[src/rtl/acc_pkg.sv]
// Shared types and constants for the add/sub accumulator slice.
package acc_pkg;

    localparam int DEFAULT_WIDTH = 32;

    typedef enum logic [1:0] {
        ADD   = 2'b00,
        SUB   = 2'b01,
        LOAD  = 2'b10,
        CLEAR = 2'b11
    } op_e;

    typedef enum logic {
        EMPTY = 1'b0,
        FULL  = 1'b1
    } state_e;

endpackage

[src/rtl/add32_core.sv]
// Combinational carry-lookahead adder: 4-bit lookahead groups whose
// group carries are chained; the operands are zero-padded to a multiple of 4.
module add32_core
    import acc_pkg::*;
#(
    parameter int WIDTH = DEFAULT_WIDTH
) (
    input  logic [WIDTH-1:0] a,
    input  logic [WIDTH-1:0] b,
    input  logic             cin,
    output logic [WIDTH-1:0] sum,
    output logic             cout
);

    localparam int NB = (WIDTH + 3) / 4;
    localparam int PW = NB * 4;

    logic [PW-1:0] a_p;
    logic [PW-1:0] b_p;
    logic [PW-1:0] g;
    logic [PW-1:0] p;
    logic [PW:0]   c;

    // NOTE: every signal written here gets a default first, so no latch is inferred.
    always_comb begin
        a_p = '0;
        b_p = '0;
        a_p[WIDTH-1:0] = a;
        b_p[WIDTH-1:0] = b;
        g = a_p & b_p;
        p = a_p ^ b_p;
        c = '0;
        c[0] = cin;
        for (int blk = 0; blk < NB; blk++) begin
            int  base;
            logic ci;
            logic grp_g;
            logic grp_p;
            base  = blk * 4;
            ci    = c[base];
            grp_g = g[base+3]
                  | (p[base+3] & g[base+2])
                  | (p[base+3] & p[base+2] & g[base+1])
                  | (p[base+3] & p[base+2] & p[base+1] & g[base]);
            grp_p = p[base+3] & p[base+2] & p[base+1] & p[base];
            c[base+1] = g[base] | (p[base] & ci);
            c[base+2] = g[base+1] | (p[base+1] & g[base]) | (p[base+1] & p[base] & ci);
            c[base+3] = g[base+2]
                      | (p[base+2] & g[base+1])
                      | (p[base+2] & p[base+1] & g[base])
                      | (p[base+2] & p[base+1] & p[base] & ci);
            c[base+4] = grp_g | (grp_p & ci);
        end
    end

    assign sum  = p[WIDTH-1:0] ^ c[WIDTH-1:0];
    assign cout = c[WIDTH];

endmodule

[src/rtl/add_sub_accumulator.sv]
// Handshaked add/sub/load/clear accumulator with a one-entry result register.
// Define ADD_SUB_ACCUMULATOR_SAT_EN to saturate on signed overflow instead of wrapping.
module add_sub_accumulator
    import acc_pkg::*;
#(
    parameter int WIDTH = DEFAULT_WIDTH
) (
    input  logic             clk,
    input  logic             rst_n,
    input  logic             in_valid,
    output logic             in_ready,
    input  logic [1:0]       in_op,
    input  logic [WIDTH-1:0] in_data,
    output logic             out_valid,
    input  logic             out_ready,
    output logic [WIDTH-1:0] out_acc,
    output logic             out_cout,
    output logic             out_ovf,
    output logic             out_zero
);

    state_e           state_q;
    state_e           state_d;
    op_e              op;
    logic             accept;
    logic [WIDTH-1:0] add_b;
    logic             add_cin;
    logic [WIDTH-1:0] add_sum;
    logic             add_cout;
    logic             ovf_raw;
    logic [WIDTH-1:0] acc_d;
    logic             cout_d;
    logic             ovf_d;

    assign op        = op_e'(in_op);
    assign out_valid = (state_q == FULL);
    assign in_ready  = !out_valid || out_ready;
    assign accept    = in_valid && in_ready;

    // SUB reuses the adder as acc + ~b + 1.
    assign add_b   = (op == SUB) ? ~in_data : in_data;
    assign add_cin = (op == SUB);

    add32_core #(.WIDTH(WIDTH)) u_add (
        .a    (out_acc),
        .b    (add_b),
        .cin  (add_cin),
        .sum  (add_sum),
        .cout (add_cout)
    );

    assign ovf_raw = (out_acc[WIDTH-1] == add_b[WIDTH-1]) &&
                     (add_sum[WIDTH-1] != out_acc[WIDTH-1]);

    always_comb begin
        acc_d  = '0;
        cout_d = 1'b0;
        ovf_d  = 1'b0;
        case (op)
            ADD, SUB: begin
                acc_d  = add_sum;
                cout_d = add_cout;
                ovf_d  = ovf_raw;
`ifdef ADD_SUB_ACCUMULATOR_SAT_EN
                // Operand sign tells the overflow direction: positive operands clamp high.
                if (ovf_raw) begin
                    acc_d = out_acc[WIDTH-1] ? {1'b1, {(WIDTH-1){1'b0}}}
                                             : {1'b0, {(WIDTH-1){1'b1}}};
                end
`endif
            end
            LOAD:    acc_d = in_data;
            default: acc_d = '0;
        endcase
    end

    always_comb begin
        state_d = state_q;
        case (state_q)
            EMPTY:   if (accept) state_d = FULL;
            FULL:    if (out_ready && !accept) state_d = EMPTY;
            default: state_d = EMPTY;
        endcase
    end

    // NOTE: clocked state uses <= so every register samples pre-edge values.
    always_ff @(posedge clk) begin
        if (!rst_n) begin
            state_q  <= EMPTY;
            out_acc  <= '0;
            out_cout <= 1'b0;
            out_ovf  <= 1'b0;
            out_zero <= 1'b1;
        end else begin
            state_q <= state_d;
            if (accept) begin
                out_acc  <= acc_d;
                out_cout <= cout_d;
                out_ovf  <= ovf_d;
                out_zero <= (acc_d == '0);
            end
        end
    end

endmodule

[config.mk]
export PLATFORM = sky130hd
export DESIGN_NAME = add_sub_accumulator
export DESIGN_NICKNAME = d
export VERILOG_FILES = /design/src/rtl/acc_pkg.sv /design/src/rtl/add32_core.sv /design/src/rtl/add_sub_accumulator.sv
export SDC_FILE = /design/constraint.sdc
export NUM_CORES = 1
export LEC_CHECK = 0
export BUFFER_PORTS_ARGS = -buffer_cell sky130_fd_sc_hd__buf_2
export CAP_MARGIN = 15
export CELL_PAD_IN_SITES_DETAIL_PLACEMENT = 0
export CELL_PAD_IN_SITES_GLOBAL_PLACEMENT = 1
export CORE_ASPECT_RATIO = 1.4
export CORE_UTILIZATION = 41
export DETAILED_ROUTE_END_ITERATION = 16
export PLACE_DENSITY = 0.9
export SETUP_SLACK_MARGIN = 0.1
export SLEW_MARGIN = 10
export SYNTH_ARGS = -nofsm -noshare
export SYNTH_HDL_FRONTEND = slang
export SYNTH_HIERARCHICAL = 1
export SYNTH_SLANG_ARGS = --single-unit
[constraint.sdc]
create_clock -name clk -period 4.76 [get_ports clk]
set_input_delay 0.238 -clock clk [delete_from_list [all_inputs] [get_ports clk]]
set_output_delay 0.238 -clock clk [all_outputs]
set_load 0.05 [all_outputs]
Word-level counts from Yosys, hierarchy flattened. Cells that the tools add are included.

Register bits after elaboration: 36. Latch bits: 0. Memory bits (writable): 0. Memory bits (read-only): 0. Input bits: 38. Logic and storage cells: 238. Memories: 0.

Add/sub/neg operators: 0. Multiply operators: 0. Div/mod/pow operators: 0. Magnitude comparators: 0. Equality and inequality tests: 4. Shift-type cells: 0. Muxes and demuxes: 7. Bitwise operators: 213. Reduce and logical (&&, ||, !) cells: 9.

Operators with widths (count): 1-bit AND (128); 1-bit bitwise OR (80); 32-bit one-hot mux with 2 select lines (1); 32-bit XOR (2); 32-bit AND (1); 32-bit zero test (1); 32-bit 2-to-1 mux (1); 32-bit NOT (1); 1-bit 2-to-1 mux (4); 1-bit logical AND (3); 2-bit by 1-bit == test with 1-bit output, second input constant (1); 2-bit == test, second input constant (1); 1-bit zero test (2); 2-bit zero test (1); 1-bit one-hot mux with 2 select lines (1); 2-bit OR reduction (1); 1-bit == test (1); 1-bit logical OR (1); 1-bit inequality test (1); 1-bit NOT (1).

Depth between registers and ports, before layout. Gate-level depths: netlist of run 1.

Depth after elaboration: 26. Depth in mapped cells: 20. Depth with buffers taken out: 18.

Modules after synthesis. The synthesis of run 1 kept the hierarchy.

Modules (own cells, without submodules): add_sub_accumulator (instances 1, cells each 230, area each 2011.9 sq um, seq. area each 720.7 sq um); add32_core (instances 1, cells each 160, area each 1380.1 sq um, seq. area each 0.0 sq um).

Worst setup path after synthesis of run 1. Ideal clock, no wire load.

Kind: input -> register. From: input in_op[1]. To: register out_zero. Library setup time: 0.073 ns. Arrival time: 3.777 ns. Setup slack: 0.910 ns. Stages: 19. Path buffers: 2. Cells stage by stage: inv_1 buf_2 nand2_1 buf_2 xnor2_1 ha_1 and4_1 nor2b_1 a31o_4 a211oi_4 or2_2 o21ai_0 fa_1 xor2_1 nor4_1 nor2_1 a221oi_1 nand4_1 o211ai_2.

Elaborated cells on any way between the ends: 207. Those cells by class: eq/ne (2); mux (2); bitwise (200); reduce/logical (3).

RTL lines: from (decl) (RTL line add_sub_accumulator.sv:12) `input logic [1:0] in_op,`; 2-bit by 1-bit == test with 1-bit output * (RTL line add_sub_accumulator.sv:41) `assign add_b = (op == SUB) ? ~in_data : in_data;`; 32-bit 2-to-1 mux * (RTL line add_sub_accumulator.sv:41); named net add_b[4] (RTL line add_sub_accumulator.sv:26) `logic [WIDTH-1:0] add_b;`; 32-bit AND or 32-bit XOR (tied branches) (RTL line add32_core.sv:30, add32_core.sv:31); 1-bit AND, on equally long branches (RTL line add32_core.sv:44, add32_core.sv:45); 1-bit bitwise OR or 1-bit AND (tied branches) (RTL line add32_core.sv:44, add32_core.sv:52); 1-bit bitwise OR * (RTL line add32_core.sv:52) `c[base+4] = grp_g | (grp_p & ci);`; 1-bit AND * (RTL line add32_core.sv:52); (+5 left out); 1-bit AND * (RTL line add32_core.sv:52); 1-bit bitwise OR * (RTL line add32_core.sv:52); 1-bit AND * (RTL line add32_core.sv:46) `c[base+1] = g[base] | (p[base] & ci);`; 1-bit bitwise OR * (RTL line add32_core.sv:46); 32-bit XOR * (RTL line add32_core.sv:56) `assign sum = p[WIDTH-1:0] ^ c[WIDTH-1:0];`; named net add_sum[25] (RTL line add_sub_accumulator.sv:28) `logic [WIDTH-1:0] add_sum;`; 32-bit one-hot mux with 2 select lines * (RTL line add_sub_accumulator.sv:59) `case (op)`; 32-bit zero test * (RTL line add_sub_accumulator.sv:100) `out_zero <= (acc_d == '0);`; to (signal assigned) (RTL line add_sub_accumulator.sv:100); to (decl) (RTL line add_sub_accumulator.sv:19) `output logic out_zero`.

The timed path passes the listed nets; every way through them passes the cells marked *. A chain may end at the register's enable or synchronous reset.

Worst setup path in the final report of run 1.
From: input in_op[1]. To: register out_zero.

Elaborated cells on any way between the ends: 207. Those cells by class: eq/ne (2); mux (2); bitwise (200); reduce/logical (3).

RTL lines: 2-bit by 1-bit == test with 1-bit output * (RTL line add_sub_accumulator.sv:41); 32-bit 2-to-1 mux * (RTL line add_sub_accumulator.sv:41); named net add_b[17] (RTL line add_sub_accumulator.sv:26); 32-bit AND or 32-bit XOR (tied branches) (RTL line add32_core.sv:30, add32_core.sv:31); 1-bit AND, on equally long branches (RTL line add32_core.sv:43, add32_core.sv:44, add32_core.sv:45); 1-bit bitwise OR (tied with other cells) (RTL line add32_core.sv:43) `| (p[base+3] & p[base+2] & g[base+1])`; 1-bit bitwise OR or 1-bit AND (tied branches) (RTL line add32_core.sv:44, add32_core.sv:52); 1-bit bitwise OR * (RTL line add32_core.sv:52); 1-bit AND * (RTL line add32_core.sv:52); 1-bit bitwise OR * (RTL line add32_core.sv:52); 1-bit AND * (RTL line add32_core.sv:46); 1-bit bitwise OR * (RTL line add32_core.sv:46); 32-bit XOR * (RTL line add32_core.sv:56); named net add_sum[25] (RTL line add_sub_accumulator.sv:28); 32-bit one-hot mux with 2 select lines * (RTL line add_sub_accumulator.sv:59); 32-bit zero test * (RTL line add_sub_accumulator.sv:100).

Marks and branches as above.

==> flow_summary.json, run 1 <==
{
  "status": "completed",
  "ios": 75,
  "drt_pass1_iterations": 4,
  "n_antenna_cell": 0,
  "area_delta_synth_final_pct": 16.5,
  "critical_path_buf_inv_count": 3,
  "die_w_um": 78.9,
  "pre_cts_slack_ps": 575,
  "rows": 38,
  "r2r-start": "out_acc[1]",
  "ctsLongestPathBuffers": 2,
  "reg2reg_to": "out_zero",
  "rsz0062_at_grt": "false",
  "postRouteAntennaNets": 0,
  "cts_buffers": 5,
  "worstHoldStart": "in_valid",
  "worstPathRequired_ps": 4990,
  "worst_r2r_path_depth": 14,
  "ys_seq_elements": 36,
  "clkTransAtPathRegs_ps": 80,
  "path_cells": "buf_2 -> inv_1 -> nand2_2 -> buf_12 -> xnor2_1 -> ha_1 -> a21oi_2 -> o21ai_1 -> a2111o_1 -> a211oi_4 -> or2_2 -> o21ai_0 -> fa_1 -> xor2_1 -> nor4_1 -> nor2_1 -> a221oi_1 -> nand4_1 -> o211ai_2",
  "die_h_um": 110,
  "seq_area_frac_synth": 0.212,
  "min_period_over_period": 0.821,
  "wire_per_inst_um": 17.2,
  "leakagePower_nw": 1.80,
  "fin_skew_ps": 6.96,
  "post-route-min-period_ps": 3910,
  "core_area_um2": 7890,
  "arrival_ps": 4140,
  "cap_violations": 0,
  "vdd_drop_max_v": 0.000127,
  "avgSynthCellArea_um2": 8.70,
  "cts_hold_buf": 0,
  "slew_violations": 0,
  "worst-setup-path-type": "in2reg",
  "nNetsFinal": 534,
  "setup_viol": 0,
  "synth_area_leaders": "dfxtp_1 (21%), ha_1 (12%), xnor2_1 (11%)",
  "power.density_nw_per_um2": 315,
  "whs_path_depth": 3,
  "setup_slack_ps": 853,
  "yosysWarnings": 6,
  "post-route-util": 0.500,
  "grt_max_degree": 38,
  "overflow": 0,
  "hold_ws_ps": 199,
  "fmax_ghz": 0.256,
  "crit_path_top_delay_cell": "a2111o_1",
  "total_power_mw": 1.24,
  "tightestPinTransition_ps": 599,
  "synthTopCellsByCount": "xnor2_1 (44), nor2_1 (41), dfxtp_1 (36), a221oi_1 (32), ha_1 (32)",
  "cts_tree": "yes",
  "ctsHtreeMaxLevel": 2,
  "crit_family": "compound AO/OA/AOI/OAI gates",
  "dieArea_um2": 8650,
  "hold_viol_final": 0,
  "fillerInstances": 800,
  "yosysMostFrequentCell": "xnor2_1",
  "hold_end": "out_valid",
  "grt_antenna_before_repair": 0,
  "setup_tns_ps": 0,
  "cts_setup_buffers": 0,
  "hold_path_class": "in2reg",
  "syn_nets": 468,
  "drtIter0Drc": 159,
  "cp_slowest_stage_delay_ps": 420,
  "cts_root_buf": "clkbuf_8",
  "initial_core_util": 0.430,
  "grt_first_pass_wirelength_um": 15500,
  "synth_cell_types": 54,
  "via_count": 3261,
  "synth_edf_count": 0,
  "slew_headroom": 0.600,
  "syn-cell-area_um2": 3390,
  "r2r_setup_slack_ps": 1270,
  "synthFlopType": "dfxtp_1",
  "track_usage": 0.230,
  "finalWirelength_um": 9590,
  "cts.sinks": 36,
  "synth.top_cell.area_share": 0.212,
  "cp-end-kind": "register",
  "postSynthCellCount": 390,
  "gp_congestion": 0.945,
  "first_global_vias": 3197,
  "drcViolationCount": 0,
  "place_hpwl_um": 7230,
  "yosys.area.top_type": "dfxtp_1",
  "cts_resized": 0,
  "port_buffers": 74,
  "cp_max_fo": 23,
  "async_reset_ff_frac": 0,
  "avgViaCountPerCell": 5.85,
  "drive_gt1_frac": 0.234,
  "worstSkewPairLatency_ps": 290,
  "start_kind": "input port"
}
## kinds of logic (layout without fill, tap and decap cells)
group                      after synthesis  count (layout)  synth area share
muxes                                    1               1           0.00295
and+or+nand+nor                        129             129             0.212
DFF                                     36              36             0.212
AOI/OAI and AO/OA                       97              97             0.226
adders and majority gates               40              40             0.165
xor gates and xnor gates                56              56             0.145
buffers and inverters                   31              98            0.0365
## registers in the layout (all words and copies together) (netlist names)
name       count
out_zero       1
out_valid      1
out_ovf        1
out_acc       32
out_cout       1
## stage by stage
stage | cells | cell area (µm²)
2_1_floorplan | 390 | 3390
3_3_place_gp | 549 | 3860
3_5_place_dp | 549 | 3860
4_1_cts | 557 | 3950
5_1_grt | 557 | 3950
6_report | 557 | 3950
## per-layer routing
layer | global-route usage | vias to the layer above | wire (µm)
met5 | 0 | - | 0
met4 | 0.0779 | 0 | 199
met3 | 0.0241 | 14 | 469
met2 | 0.443 | 103 | 5020
met1 | 0.261 | 1571 | 3900
li1 | - | 1573 | -
## cell type report
type / instances / area, µm² / area share
Clock buffer: 8 / 90.1 / 0.0228
Inverter: 11 / 41.3 / 0.0105
Timing Repair Buffer: 79 / 420 / 0.106
Tap cell: 100 / 125 / 0.0317
Multi-Input combinational cell: 323 / 2550 / 0.646
Sequential cell: 36 / 721 / 0.182
## where the power goes
group / switching [mW] / total, mW / internal [mW] / leakage, nW
logic: 0.406 / 0.648 / 0.242 / 1.46
clock network: 0.117 / 0.236 / 0.118 / 0.0455
registers: 0.0285 / 0.358 / 0.330 / 0.298
total: 0.552 / 1.24 / 0.691 / 1.80
## how the worst max path moves through the flow
stage	start	to	slack, ps	cells after the start
after floorplan	in_op[1]	out_zero	910	19
after global placement	in_op[1]	out_zero	600	19
after detailed placement	in_op[1]	out_zero	570	19
after CTS	in_op[1]	out_zero	880	19
after global routing	in_op[1]	out_zero	570	19
final	in_op[1]	out_zero	850	19
## cell usage in the layout (no fill, tap or decap), types with 2 or more instances in the layout
master    count
a211oi_2      2
nor3b_1      31
a211o_1       2
fa_1          8
a21oi_2       4
o21ai_1       5
xor2_1       12
xnor2_1      44
o21ai_0       5
buf_4         4
clkbuf_1      2
buf_2        74
a21o_1       10
nor2b_1       6
o211ai_2      2
a31oi_1       2
a21oi_1      18
o21bai_1      3
nor4_1       13
clkbuf_8      6
dfxtp_1      36
nand4_1       5
nor2_1       40
nor2_2        3
ha_1         32
nand2b_1      3
nand3_1       3
nand2_1      13
a221oi_1     32
inv_1        10
## worst reg2reg max path: stages, from the launching register on
cell	delay, ps
dfxtp_1	340
ha_1	360
o21ai_0	260
nor2_1	100
a31o_4	280
a211oi_4	340
or2_2	190
o21ai_0	90
fa_1	390
xor2_1	190
nor4_1	290
nor2_1	80
a221oi_1	220
nand4_1	140
o211ai_2	160
No activity file was read; power rests on OpenSTA's default activity.
==> run 2, diff against run 1 <==
--- a/config.mk
+++ b/config.mk
@@ -10,9 +10,9 @@
 export CELL_PAD_IN_SITES_DETAIL_PLACEMENT = 0
 export CELL_PAD_IN_SITES_GLOBAL_PLACEMENT = 1
 export CORE_ASPECT_RATIO = 1.4
-export CORE_UTILIZATION = 41
+export CORE_UTILIZATION = 37
 export DETAILED_ROUTE_END_ITERATION = 16
-export PLACE_DENSITY = 0.9
+export PLACE_DENSITY = 0.86
 export SETUP_SLACK_MARGIN = 0.1
 export SLEW_MARGIN = 10
 export SYNTH_ARGS = -nofsm -noshare
==> constraint.sdc (replaced) <==
create_clock -name clk -period 3.25 [get_ports clk]
set_input_delay 0.1625 -clock clk [delete_from_list [all_inputs] [get_ports clk]]
set_output_delay 0.1625 -clock clk [all_outputs]
set_load 0.05 [all_outputs]
==> run 2 against run 1 <==
First-iteration DRC count grew 25%. Worst hold slack lost 63 ps. Sequential cell count is the same. Combinational power grew 110%. Setup slack lost 790 ps. Largest power group unchanged. Register-to-register slack lost 1200 ps. Critical path depth shrank 1. Sequential share of layout area shrank 4.1 points.
==> flow_summary.json, run 2 (same netlist as run 1, synthesis figures left out) <==
{
  "cp_slowest_stage_delay_ps": 370,
  "pwr-share-seq": 0.216,
  "drtIter0Drc": 199,
  "grt_max_degree": 38,
  "pwr-share-clk": 0.218,
  "first_global_vias": 3794,
  "gp_congestion": 0.915,
  "die_h_um": 115,
  "setup_viol": 0,
  "core_area_um2": 8980,
  "clkTransAtPathRegs_ps": 60,
  "setup_tns_ps": 0,
  "grt_antenna_before_repair": 0,
  "cp-end-kind": "register",
  "fillerInstances": 799,
  "slew_headroom": 0.452,
  "area_delta_synth_final_pct": 50.8,
  "drive_gt1_frac": 0.452,
  "slew_violations": 0,
  "dieArea_um2": 9560,
  "cts_tree": "yes",
  "avgViaCountPerCell": 5.76,
  "netSwitchingFraction": 0.406,
  "leakagePower_nw": 2.41,
  "pre_cts_slack_ps": -572,
  "internal_power_mw": 1.44,
  "min_period_over_period": 0.982,
  "crit_path_top_delay_cell": "fa_1",
  "port_buffers": 74,
  "path_common_cell": "nand4_1",
  "via_count": 3803,
  "dp.cells": 643,
  "power.density_nw_per_um2": 473,
  "rsz0062_at_grt": "true",
  "comb_power_share": 0.566,
  "ctsLongestPathBuffers": 2,
  "worst_r2r_path_depth": 13,
  "vdd_drop_max_v": 0.000272,
  "drt_pass1_iterations": 4,
  "nNetsFinal": 631,
  "fmax_ghz": 0.313,
  "hold_path_class": "in2reg",
  "cts_buffers": 5,
  "post-route-util": 0.570,
  "worstSkewPairLatency_ps": 290,
  "top_register": "out_acc",
  "layout_commonest_cell": "buf_4",
  "grt_first_pass_wirelength_um": 18300,
  "ctsHtreeMaxLevel": 2,
  "arrival_ps": 3420,
  "postRouteAntennaNets": 0,
  "worstPathRequired_ps": 3480,
  "initial_core_util": 0.378,
  "track_usage": 0.242,
  "ios": 75,
  "tightestPinTransition_ps": 822,
  "critical_path_buf_inv_count": 3,
  "final_cell_mix": "buf_4 (97), buf_2 (72), nor2_1 (39), xnor2_1 (34), dfxtp_1 (33)",
  "total_power_mw": 2.42,
  "die_w_um": 82.9,
  "path_depth": 18,
  "drcViolationCount": 0,
  "cts.sinks": 36,
  "start_kind": "input port",
  "place_hpwl_um": 8410,
  "cp_max_fo": 6,
  "rows": 41,
  "wire_per_inst_um": 17.9,
  "status": "completed",
  "path_cells": "buf_12 -> inv_12 -> nand2_8 -> buf_6 -> xnor2_1 -> ha_1 -> nand4_1 -> nor2_2 -> a32o_2 -> a211o_1 -> and2_4 -> fa_1 -> xor2_1 -> nor4_2 -> nand4_1 -> o21ai_1 -> nand4_1 -> o211ai_2",
  "fin_skew_ps": 7.73,
  "n_antenna_cell": 0,
  "whs_path_depth": 3,
  "final_cells": 660,
  "cap_violations": 0,
  "worst-setup-path-type": "in2reg",
  "cts_root_buf": "clkbuf_16",
  "post-route-min-period_ps": 3190,
  "overflow": 0,
  "finalWirelength_um": 11800,
  "crit_family": "simple AND/OR/NAND/NOR gates",
  "setup_slack_ps": 58.4,
  "p_sw_mw": 0.981,
  "largest_reg_flops": 32,
  "hold_viol_final": 0
}
## run 2: cell types whose count changed in the layout (fill, tap and decap cells not counted), moves of 5 or more
cell and change:
buf_4 +93, xnor2_1 -10, xnor2_2 +9, nor4_1 -6, a21oi_1 -5, a21oi_2 +5
clkbuf_16 +5, nor4_2 +5
## run 2: power by group through the flow
| stage | logic, mW | registers, mW | clock network, mW |
|---|---|---|---|
| after global placement | 1.16 | 0.528 | 0 |
| after CTS | 1.26 | 0.521 | 0.538 |
| after floorplan | 0.588 | 0.672 | 0 |
| after detailed placement | 1.19 | 0.529 | 0 |
| after global routing | 1.46 | 0.528 | 0.549 |
| final | 1.37 | 0.523 | 0.527 |
## run 2: final cells by class
class,count,area [µm²],share of cell area
multi-input cells,325,2900,0.566
repair buffers,174,1150,0.226
flip-flops and latches,36,724,0.142
clock buffers,7,153,0.0299
well taps,107,134,0.0262
inverters,11,53.8,0.0105
## run 2: tightest hold or removal path: stages
cell	delay, ps
buf_2	110
inv_1	40
a21boi_0	60
## run 2: final timing paths
kind                                  start         to  slack, ps
worst max-delay path               in_op[1]   out_zero         60
worst min register to register     out_cout   out_cout        510
worst min-delay path               in_valid  out_valid        140
worst max register to register  out_acc[11]   out_zero         90
## run 2: through the flow
step,area (µm²),hold WS [ps]
final,5110,135
after global routing,5110,159
after CTS,4890,126
after detailed placement,4560,439
after global placement,4560,427
after floorplan,3470,301
## run 2: repair_timing
| action | in CTS | in global routing |
|---|---|---|
| endpoints found under the setup margin | 3 | 4 |
| hold buffers | 0 | 0 |
| hold endpoints to repair | 0 | 0 |
| pin swaps | 19 | 30 |
| gates resized for setup | 27 | 32 |
| setup buffers | 3 | 5 |
| cloned | 2 | 0 |
## run 2: metal layers
metal | GRT usage | wire length [µm]
met3 | 0.0438 | 683
met2 | 0.451 | 6150
met5 | 0 | 0
met1 | 0.261 | 4460
met4 | 0.124 | 525
